<file path="src/rtl/byte_transmitter_mux.sv">
// -----------------------------------------------------------------------------
// byte_transmitter_mux
//
// Purpose:
//   Shifts a WIDTH-bit word (normally the JTAG IDCODE) out LSB-first. One bit
//   is emitted on each rising clock edge where enable is high. A 2:1 mux then
//   chooses between that serial stream and the TAP controller's own TDO bit
//   to drive the single TDO line. The block sits in the TCK domain, between
//   the TAP state machine and the TDO pin.
//
// Ports:
//   clk         in   1      TCK; all state updates on the rising edge
//   reset       in   1      synchronous, active-high; clears serialiser state
//   enable      in   1      1 = shift one bit this cycle, 0 = hold
//   in          in   WIDTH  word to serialise; sampled bit by bit as it shifts
//   tap_bit     in   1      TAP-controller TDO value
//   select_tap  in   1      1 = out follows tap_bit, 0 = out follows serial_out
//   serial_out  out  1      registered serial bit
//   done        out  1      registered; sticky once all WIDTH bits are emitted
//   out         out  1      combinational mux output to TDO
// -----------------------------------------------------------------------------
module byte_transmitter_mux #(
    parameter int WIDTH = 32
) (
    input  logic             clk,
    input  logic             reset,
    input  logic             enable,
    input  logic [WIDTH-1:0] in,
    input  logic             tap_bit,
    input  logic             select_tap,
    output logic             serial_out,
    output logic             done,
    output logic             out
);

    // IDX_W bits address any bit of the word. The counter has one extra bit so
    // that it can also hold the value WIDTH when WIDTH is a power of two.
    localparam int IDX_W = (WIDTH > 1) ? $clog2(WIDTH) : 1;
    localparam int CNT_W = IDX_W + 1;

    localparam logic [CNT_W-1:0] LAST_IDX = CNT_W'(WIDTH - 1);
    localparam logic [CNT_W-1:0] CNT_ONE  = CNT_W'(1);

    logic [CNT_W-1:0] bit_idx_q, bit_idx_d;
    logic             serial_q,  serial_d;
    logic             done_q,    done_d;

    // Next-state logic.
    // The input word is read at the bit currently being shifted out; it is
    // not latched. Changing 'in' in the middle of a word therefore affects
    // only the bits that have not been sent yet.
    always_comb begin
        bit_idx_d = bit_idx_q;
        serial_d  = serial_q;
        done_d    = done_q;

        if (done_q) begin
            // Word finished: hold the counter and keep the line quiet until
            // reset.
            serial_d = 1'b0;
        end else if (enable) begin
            serial_d  = in[bit_idx_q[IDX_W-1:0]];
            bit_idx_d = bit_idx_q + CNT_ONE;
            // done rises on the same edge that shifts out the last bit.
            if (bit_idx_q == LAST_IDX) begin
                done_d = 1'b1;
            end
        end
    end

    // State registers. reset takes priority over enable.
    always_ff @(posedge clk) begin
        if (reset) begin
            bit_idx_q <= '0;
            serial_q  <= 1'b0;
            done_q    <= 1'b0;
        end else begin
            bit_idx_q <= bit_idx_d;
            serial_q  <= serial_d;
            done_q    <= done_d;
        end
    end

    assign serial_out = serial_q;
    assign done       = done_q;

    // TDO mux: purely combinational, so it adds no latency.
    assign out = select_tap ? tap_bit : serial_q;

endmodule

</file>
<file path="config.mk">
export PLATFORM = sky130hd
export DESIGN_NAME = byte_transmitter_mux
export DESIGN_NICKNAME = d
export VERILOG_FILES = /design/src/rtl/byte_transmitter_mux.sv
export SDC_FILE = /design/constraint.sdc
export NUM_CORES = 1
export LEC_CHECK = 0
export CAP_MARGIN = 25
export CORE_ASPECT_RATIO = 1.1
export CORE_MARGIN = 4
export CORE_UTILIZATION = 28
export CTS_CLUSTER_SIZE = 10
export DETAILED_ROUTE_END_ITERATION = 8
export MAX_ROUTING_LAYER = met4
export SYNTH_ARGS = -nofsm -noshare
export SYNTH_HDL_FRONTEND = slang
export SYNTH_SLANG_ARGS = --single-unit
</file>
<file path="constraint.sdc">
create_clock -name clk -period 2.04 [get_ports clk]
set_input_delay 0.612 -clock clk [delete_from_list [all_inputs] [get_ports clk]]
set_output_delay 0.612 -clock clk [all_outputs]
set_load 0.005 [all_outputs]
</file>
==> flow_summary.toml <==
[synthesis]
ys_types = 28
netlist_instances = 65
yosysSeqAreaShare_pct = 23.5
synth_fa_ha_area_share_pct = 1.84
synth_compound_area_share_pct = 8.82
synth-seq-cells = 8
postSynthAreaPerCell_um2 = 10.5
syn_area_um2 = 681
syn_nets = 103
synth_top_family_by_area = "multiplexers"
synth_xor_area_share_pct = 6.43
synth.yosys.warnings = 0
synthMuxAreaShare_pct = 33.3
yosys.area_share.simple_pct = 19.5

[cts]
ctsHoldBuffers = 0
clockBufferDepth = 2
cts_tree = "yes"
clock_sinks = 8
cts_resized = 6
clockRootBuffer = "clkbuf_4"
cts_buffers = 3
cts_setup_buffers = 0
h-tree-depth = 1
cts.clk_slew.worst_paths_ps = 50
clock_latency_ps = 250

[sta]
hold_viol = 0
finClkSkew_ps = 1.10
fin_crit_sh_pct = 98.2
worst_slew_pin_slew_ps = 397
hold_slack_ps = 519
final.min_clock_period_ps = 2000
fmax_mhz = 499
drv_slew = 0
setup_tns_ps = 0
setup_viol = 0
rsz0062_at_grt = "false"
slew-limit-headroom_pct = 73.5

[floorplanning]
rows = 18
chipHeight_um = 59.7
start_util_pct = 29.9
core-area_um2 = 2270
die_w_um = 55.0
dieArea_um2 = 3280
io_pins = 40

[power]
comb_power_share_pct = 34.9
intPower_uw = 347
power_leakage_nw = 0.430
ir_worst_vdd_v = 0.000370
clock_power_share_pct = 26.6
swShare_pct = 23.4
cellPowerDensity_nw_per_um2 = 402
switchingPower_uw = 106
p_seq_share_pct = 38.5
power_uw = 453

[critical_path]
cp.arrival_ps = 1390
slowest_stage = "clkdlybuf4s50_1"
crit_required_ps = 1430
worst-setup-path-type = "input port to primary output"
cp-end-kind = "primary output"
start_kind = "input port"
cpPeakStageDelay_ps = 400
cp_cell_sequence = "clkdlybuf4s50_1, mux2_4, buf_2"
critPathMaxFanout = 1
rr_worst_depth = 5

[detailed_routing]
routed_wl_um = 1880
ant_nets = 0
via_per_inst = 4.86
dr.pass1.iters = 4
vias = 666
wl_per_cell_um = 13.8
first_iter_violations = 12
drc = 0

[cells_and_area]
num_antenna_cells = 0
final_nets = 147
syn_to_final_growth_pct = 65.8
design_area_um2 = 1130
layout-drive-gt1-share_pct = 17.8

[place]
dp_hpwl_um = 1600
place.port_buffers = 39
place_congestion = 0.831
placed_cell_area_um2 = 1110

[global_route]
grt_pass1_wl_um = 2900
grt_use_total_pct = 12.4
grt-ovfl-total = 0
first_global_vias = 713
grt_max_degree = 12
antenna_found_initial = 0

[outcome]
status = "complete, no violations"

[min_path]
hold_path.class = "flip-flop to flip-flop"
holdPathStages = 2

[flow_run]
cap_violations = 0
## cell type report
cell class                      instances  area (um2)
Clock buffer                            3        22.5
Fill cell                             225        1150
Multi-Input combinational cell         51         479
Sequential cell                         8         160
Tap cell                               30        37.5
Timing Repair Buffer                   45         429
## cell families after synthesis
kind of cell	count (synthesis)
adder cells (fa/ha/maj)	1
AND/OR/NAND/NOR	24
buffers and inverters	6
flip-flops	8
multiplexers	14
XOR/XNOR	5
AO/OA/AOI/OAI	7
## flip-flops by register name, summed over array words and instances, names as in the netlist
| signal | cells |
|---|---|
| done | 1 |
| serial_out | 1 |
| bit_idx_q | 6 |
## placed cells by master (no fill, tap or decap), types with 2 or more instances in the layout
cell	n
and4b_1	2
mux4_1	4
buf_4	6
a22oi_1	2
nor2b_1	2
mux2_2	6
dfxtp_1	8
clkbuf_4	3
o2111ai_1	2
clkdlybuf4s50_1	37
nor2_1	9
nand2_1	2
xor2_1	4
mux2i_1	2
nand3_1	2
nand4_1	2
## synthesized netlist by cell type
master	number	area share, %
nor2b_1	2	1.8
dfxtp_1	8	24
and3_1	1	0.92
mux4_2	1	3.3
o2111ai_1	2	2.6
a31oi_1	1	0.92
buf_2	3	2.2
nor4b_1	1	1.3
nor3_1	1	0.73
nand2_1	2	1.1
nand3_1	2	1.5
and4b_1	2	2.9
buf_6	1	1.7
ha_1	1	1.8
mux2i_1	2	2.9
mux4_1	4	15
nor3b_1	1	1.1
buf_8	1	2.2
and3b_1	1	1.3
nor2_1	9	5.0
a211oi_2	1	1.8
a32oi_1	1	1.3
mux2_2	7	12
a22oi_1	2	2.2
nand4_1	2	1.8
clkbuf_1	1	0.55
xor2_1	4	5.1
xnor2_1	1	1.3
## critical path: cells and delay by family
kind / cells / cell delay (ps)
buffers and inverters: 2 / 530
muxes: 1 / 250
## routing by layer
metal | share of wire [%] | wire length [um] | GRT usage [%]
met1 | 41 | 773 | 14.1
met2 | 48 | 904 | 20.8
met3 | 9.6 | 180 | 2.99
met4 | 1.3 | 25 | 4.17
met5 | 0 | 0 | -
## stage by stage
step	util [%]	worst slack [ps]	std cells
detailed placement	48.7	-413	134
floorplan	-	452	65
finish	49.6	36.5	137
global placement	48.7	-408	134
CTS	49.6	31.1	137
global route	49.6	1.81	137
## worst paths after layout
kind	from	end	slack, ps
worst max-delay path	tap_bit	out	40
worst min-delay path	bit_idx_q[5]$_SDFFE_PP0P_	bit_idx_q[5]$_SDFFE_PP0P_	520
worst max register to register	bit_idx_q[0]$_SDFFE_PP0P_	serial_out$_SDFFE_PP0P_	370
worst min register to register	bit_idx_q[5]$_SDFFE_PP0P_	bit_idx_q[5]$_SDFFE_PP0P_	520
## power by group through the flow
stage               Clock [mW]  Combinational [mW]  Sequential [mW]
global route             0.134               0.171            0.176
floorplan                    0              0.0836            0.169
detailed placement           0               0.161            0.178
CTS                      0.127               0.160            0.175
finish                   0.121               0.158            0.175
global placement             0               0.158            0.178
Note: power is estimated with default switching activity, not from simulation.
